--- src/rtl/anunciador_alarma.sv ---
// Alarm annunciator: REPOSO / PREVENCION / ALERTA / SILENCIO with a tone divider and an alert counter.
// Latency: inputs sampled at one rising edge set every output right after that edge (one cycle).
// Backpressure: none; the inputs are levels evaluated every cycle and the outputs are always valid.
//
// Ports:
//   clk                - system clock, all state changes on the rising edge
//   rst                - synchronous, active-high reset
//   alarma_alerta      - alert-level alarm (level)
//   alarma_prevencion  - prevention-level alarm (level)
//   silenciar          - operator silence request; a held level counts once
//   buzzer             - registered audible drive
//   estado_codigo      - registered state: 00 REPOSO, 01 PREVENCION, 10 ALERTA, 11 SILENCIO
//   silenciado         - registered, high exactly while in SILENCIO
//   conteo_eventos     - registered saturating count of ALERTA entries
module anunciador_alarma #(
  parameter int PERIODO_ALERTA = 10,
  parameter int PERIODO_PREV   = 50,
  parameter int T_SILENCIO     = 200
) (
  input  logic       clk,
  input  logic       rst,
  input  logic       alarma_alerta,
  input  logic       alarma_prevencion,
  input  logic       silenciar,
  output logic       buzzer,
  output logic [1:0] estado_codigo,
  output logic       silenciado,
  output logic [7:0] conteo_eventos
);

  typedef enum logic [1:0] {
    REPOSO     = 2'b00,
    PREVENCION = 2'b01,
    ALERTA     = 2'b10,
    SILENCIO   = 2'b11
  } estado_t;

  localparam logic [7:0]  SEMI_ALERTA = 8'(PERIODO_ALERTA - 1);
  localparam logic [7:0]  SEMI_PREV   = 8'(PERIODO_PREV - 1);
  localparam logic [15:0] FIN_SIL     = 16'(T_SILENCIO - 1);

  estado_t     estado, estado_sig;
  logic        nivel_alerta, nivel_alerta_d;   // level that was silenced: 1 = ALERTA, 0 = PREVENCION
  logic        bloqueo_sil, bloqueo_sil_d;     // silenciar level already used or discarded
  logic [7:0]  divisor, divisor_d;
  logic [15:0] temporizador, temporizador_d;
  logic        buzzer_d, silenciado_d;
  logic [7:0]  conteo_d;

  logic pedido_sil;
  logic expira;
  logic entrada;

  // A request is only a silenciar level that has not yet been consumed.
  assign pedido_sil = silenciar & ~bloqueo_sil;
  assign expira     = (temporizador == FIN_SIL);
  assign entrada    = (estado_sig != estado);

  assign estado_codigo = estado;

  // State register (together with the registered outputs and datapath)
  always_ff @(posedge clk) begin
    if (rst) begin
      estado         <= REPOSO;
      nivel_alerta   <= 1'b0;
      bloqueo_sil    <= 1'b0;
      divisor        <= 8'd0;
      temporizador   <= 16'd0;
      buzzer         <= 1'b0;
      silenciado     <= 1'b0;
      conteo_eventos <= 8'd0;
    end else begin
      estado         <= estado_sig;
      nivel_alerta   <= nivel_alerta_d;
      bloqueo_sil    <= bloqueo_sil_d;
      divisor        <= divisor_d;
      temporizador   <= temporizador_d;
      buzzer         <= buzzer_d;
      silenciado     <= silenciado_d;
      conteo_eventos <= conteo_d;
    end
  end

  // Next-state logic
  always_comb begin
    estado_sig = estado;
    case (estado)
      REPOSO: begin
        if (alarma_alerta)          estado_sig = ALERTA;
        else if (alarma_prevencion) estado_sig = PREVENCION;
      end
      PREVENCION: begin
        if (alarma_alerta)           estado_sig = ALERTA;
        else if (pedido_sil)         estado_sig = SILENCIO;
        else if (!alarma_prevencion) estado_sig = REPOSO;
      end
      ALERTA: begin
        // Latching: only a silence request leaves ALERTA.
        if (pedido_sil) estado_sig = SILENCIO;
      end
      SILENCIO: begin
        if (!nivel_alerta && alarma_alerta)          estado_sig = ALERTA;
        else if (!alarma_alerta && !alarma_prevencion) estado_sig = REPOSO;
        else if (expira) begin
          if (alarma_alerta)          estado_sig = ALERTA;
          else if (alarma_prevencion) estado_sig = PREVENCION;
          else                        estado_sig = REPOSO;
        end
      end
      default: estado_sig = REPOSO;
    endcase
  end

  // Output / datapath next values
  always_comb begin
    buzzer_d       = 1'b0;
    divisor_d      = 8'd0;
    temporizador_d = 16'd0;
    nivel_alerta_d = nivel_alerta;
    silenciado_d   = (estado_sig == SILENCIO);
    conteo_d       = conteo_eventos;

    // Tone: restart high on every entry, then toggle each half-period.
    if (entrada) begin
      buzzer_d = (estado_sig == ALERTA) || (estado_sig == PREVENCION);
    end else if ((estado == ALERTA) || (estado == PREVENCION)) begin
      if (divisor == ((estado == ALERTA) ? SEMI_ALERTA : SEMI_PREV)) begin
        buzzer_d = ~buzzer;
      end else begin
        buzzer_d  = buzzer;
        divisor_d = divisor + 8'd1;
      end
    end

    if ((estado == SILENCIO) && !entrada) begin
      temporizador_d = temporizador + 16'd1;
    end

    if ((estado_sig == SILENCIO) && (estado != SILENCIO)) begin
      nivel_alerta_d = (estado == ALERTA);
    end

    if ((estado_sig == ALERTA) && (estado != ALERTA) && (conteo_eventos != 8'hFF)) begin
      conteo_d = conteo_eventos + 8'd1;
    end
  end

  // The silenciar level is marked used while it keeps high once it silenced,
  // was ignored in SILENCIO, or lost against a simultaneous alert; it must
  // drop for a cycle before it can request again.
  always_comb begin
    bloqueo_sil_d = silenciar &
                    (bloqueo_sil ||
                     (estado == SILENCIO) ||
                     (estado_sig == SILENCIO) ||
                     (alarma_alerta && ((estado == REPOSO) || (estado == PREVENCION))));
  end

endmodule
--- config.mk ---
export PLATFORM = sky130hd
export DESIGN_NAME = anunciador_alarma
export DESIGN_NICKNAME = d
export VERILOG_FILES = /design/src/rtl/anunciador_alarma.sv
export SDC_FILE = /design/constraint.sdc
export NUM_CORES = 1
export LEC_CHECK = 0
export ABC_AREA = 0
export BUFFER_PORTS_ARGS = -buffer_cell sky130_fd_sc_hd__buf_2
export CAP_MARGIN = 20
export CORE_MARGIN = 3
export CORE_UTILIZATION = 53
export CTS_BUF_LIST = sky130_fd_sc_hd__clkbuf_8 sky130_fd_sc_hd__clkbuf_16
export DETAILED_ROUTE_END_ITERATION = 10
export GPL_TIMING_DRIVEN = 0
export PLACE_DENSITY = 0.71
export REMOVE_ABC_BUFFERS = 1
export SYNTH_ARGS = -nofsm -noshare
export SYNTH_HDL_FRONTEND = slang
export SYNTH_SLANG_ARGS = --single-unit
--- constraint.sdc ---
create_clock -name clk -period 2.7 [get_ports clk]
set_input_delay 0.675 -clock clk [delete_from_list [all_inputs] [get_ports clk]]
set_output_delay 0.675 -clock clk [all_outputs]
set_load 0.02 [all_outputs]
==> flow_summary_export.csv <==
group,metric,value,unit
outcome,outcome,"completed",
synth,synth_top_area_cell,"dfxtp_1",
clock_network,cts.clk_slew.worst_paths,0.07,ns
die,die_h,68.4,µm
final_layout,fillers,337,
final_layout,area_growth,14.3,%
detailed_routing,via_count,1678,
setup_path,cp-end-kind,"flop",
synth,synth_top_area_frac,0.369,
synth,synthesis.instances,233,
detailed_routing,via_per_inst,5.59,
synth,synthTopCellsByCount,"dfxtp_1 (38), nor2_1 (22), xor2_1 (19), nand2_1 (14), nor3_1 (12)",
setup_path,crit_fanout,6,
setup_path,cp-start-kind,"flop",
grt,grt_pass1_vias,1449,
pwr,total_power,1900,µW
timing,setup_viol,0,
detailed_routing,wl,3.97,mm
setup_path,r2r_slack,0.15,ns
die,rows,22,
clock_network,cts_tree,"built",
grt,grt_pass1_wl,6.32,mm
pwr,cellPowerDensity,806,mW/mm²
timing,whs,0.465,ns
setup_path,rr_endpoint,"conteo_eventos[5]",
timing,tightestPinTransition,0.701,ns
synth,ys.flop_type,"dfxtp_1",
detailed_routing,drtAntennaViolNets,0,
detailed_routing,wl_per_cell,13.2,µm
pwr,ir_drop,577,µV
grt,antenna_found_initial,0,
clock_network,cts_num_sinks,38,
synth,synth_area_leaders,"dfxtp_1 (37%), xor2_1 (8.1%), ha_1 (6.7%)",
setup_path,path_cells,"nor4b_1, and4_4, nand2b_4, o2bb2ai_1, o2bb2ai_1, ha_2, o211a_4, nand4_1, or3_4, a21oi_2",
synth,synth-edff-count,0,
synth,ys_types,42,
setup_path,max_stage_delay,0.42,ns
detailed_routing,first_pass_iters,4,
timing,rsz0062_at_grt,"yes",
clock_network,numCtsBuffers,5,
hold_path,hold_class,"flop to flop",
placed_design,gp_congestion,0.912,
timing,max_freq,392,MHz
synth,postSynth.asyncResetShare,0,
timing,maxSlewViolCount,0,
setup_path,critical_path_class,"flop to flop",
hold_path,min_from,"temporizador[0]",
setup_path,crit_top_cell,"o2bb2ai_1",
hold_path,hold_path_depth,1,
die,dieWidth,68.4,µm
clock_network,cts_root_buf,"clkbuf_8",
clock_network,clock_latency,0.28,ns
setup_path,critPathSlowestCell,"dfxtp_1",
run,max_cap_viol_count,0,
grt,grt_usage,0.176,
synth,syn_avg_cell_area,8.85,µm²
synth,netlist_area,0.00206,mm²
timing,fin_crit,2.55,ns
timing,slew_headroom,0.525,
timing,min_period_over_period,0.945,
detailed_routing,initialDrtViolationCount,85,
clock_network,clockBufferDepth,2,
grt,grt_start_max_net_pins,17,
placed_design,dp_hpwl,2.66,mm
placed_design,io_buffers,16,
die,initial_core_util,0.555,
pwr,p_leak,0.000847,µW
final_layout,finalNetCount,267,
setup_path,r2r_cells,10,
synth,ys_ff_latch,38,
timing,tns,0,ns
final_layout,drive_above_1_share,0.230,
grt,grt_overflow,0,
setup_path,crit_required,2.92,ns
timing,clock_skew,0.00579,ns
synth,synth_most_common_cell,"dfxtp_1",
setup_path,cp_data_arrival_time,2.77,ns
die,die-area,0.00468,mm²
synth,ys_seq_area_frac,0.369,
die,core-area,0.00372,mm²
clock_network,htreeDepth,2,
final_layout,diodes,0,
die,ioPinCount,17,
synth,yosysWarnings,0,
clock_network,postCtsHoldBufs,0,
hold_path,hold_path_end,"temporizador[0]",
timing,hold_viol,0,
setup_path,timing.rr.start,"temporizador[2]",
detailed_routing,drc,0,
## cell type report
class	count	area (µm²)	share of cell area
inverters	10	37.5	0.0159
repair buffers	19	103	0.0435
well taps	48	60.1	0.0255
clock buffers	6	82.6	0.0350
clock inverters	2	8.76	0.00372
flip-flops and latches	38	776	0.329
multi-input cells	177	1290	0.547
## kinds of logic (layout without fill, tap and decap cells)
logic type | after synthesis | after routing | share of synthesized area
compound gates | 34 | 34 | 0.110
xor+xnor | 26 | 26 | 0.110
fa+ha+maj | 11 | 11 | 0.0667
buf+inv | 19 | 37 | 0.0516
flops | 38 | 38 | 0.369
mux | 1 | 1 | 0.00485
simple gates | 104 | 105 | 0.288
## flip-flops by register name, indices dropped and copies added, names as in the netlist
register / count
conteo_eventos: 8
divisor: 8
silenciado: 1
estado_codigo: 2
nivel_alerta: 1
buzzer: 1
temporizador: 16
bloqueo_sil: 1
## placed cells by master, fill, tap and decap left out, types with 2 or more instances in the layout
master,synthesis,layout
and4_1,4,3
buf_2,3,16
nand2b_1,5,4
clkbuf_8,0,6
nor3_1,12,12
o21ai_0,11,8
buf_4,0,3
nor2_1,22,21
a21oi_2,0,2
dfxtp_4,0,4
xnor2_1,7,7
dfxtp_1,38,34
xor2_1,19,19
inv_1,10,10
o2bb2ai_1,2,2
a21oi_1,8,6
and3_1,5,5
nand2_1,14,14
or4b_4,1,2
nor2_4,4,4
nand4_1,7,7
nand3_1,10,10
o21ai_1,0,2
nor2b_1,2,2
nor4bb_1,3,2
ha_2,0,3
nor4b_1,3,2
o21a_1,2,2
ha_1,11,7
nor2_2,6,7
## stage by stage
| step | setup WS, ns | util | std cells | instance area [µm²] |
|---|---|---|---|---|
| global placement | -0.456 | 0.574 | 288 | 2130 |
| global route | -0.0129 | 0.634 | 300 | 2360 |
| floorplan | -0.0564 | - | 224 | 1990 |
| detailed placement | -0.471 | 0.574 | 288 | 2130 |
| CTS | 0.0400 | 0.609 | 298 | 2260 |
| finish | 0.150 | 0.634 | 300 | 2360 |
## where the power goes
part / total, µW / switching [µW] / internal (µW)
clock: 387 / 185 / 202
combinational: 830 / 492 / 338
sequential: 684 / 66.4 / 617
## how the worst max path moves through the flow
| stage | start | end | slack (ns) | depth (start not counted) |
|---|---|---|---|---|
| 2_1_floorplan | estado_codigo[0] | conteo_eventos[5] | -0.06 | 11 |
| 3_3_place_gp | temporizador[0] | conteo_eventos[5] | -0.46 | 11 |
| 3_5_place_dp | temporizador[0] | conteo_eventos[7] | -0.47 | 11 |
| 4_1_cts | temporizador[1] | conteo_eventos[7] | 0.04 | 11 |
| 5_1_grt | estado_codigo[0] | conteo_eventos[5] | -0.01 | 11 |
| 6_report | temporizador[2] | conteo_eventos[5] | 0.15 | 10 |
## what timing repair did
| action | CTS | global route |
|---|---|---|
| setup buffers | 2 | 1 |
| cloned | 0 | 1 |
| resized for setup | 10 | 22 |
| pin swaps | 2 | 8 |
| endpoints found under the setup margin | 32 | 28 |
## metal layers
metal	vias up	routed length [µm]	global-route usage
met5	-	0	0
met4	0	55	0.0546
met2	31	1870	0.279
li1	858	-	-
met3	6	155	0.0509
met1	783	1890	0.231
## critical path, delay by kind of cell (launching register included)
family / cells / cell delay, ns
AND/OR/NAND/NOR: 5 / 1.27
flip-flops: 1 / 0.42
AO/OA/AOI/OAI: 4 / 0.58
adder cells (fa/ha/maj): 1 / 0.21
Power figures use the tool's default switching activity.
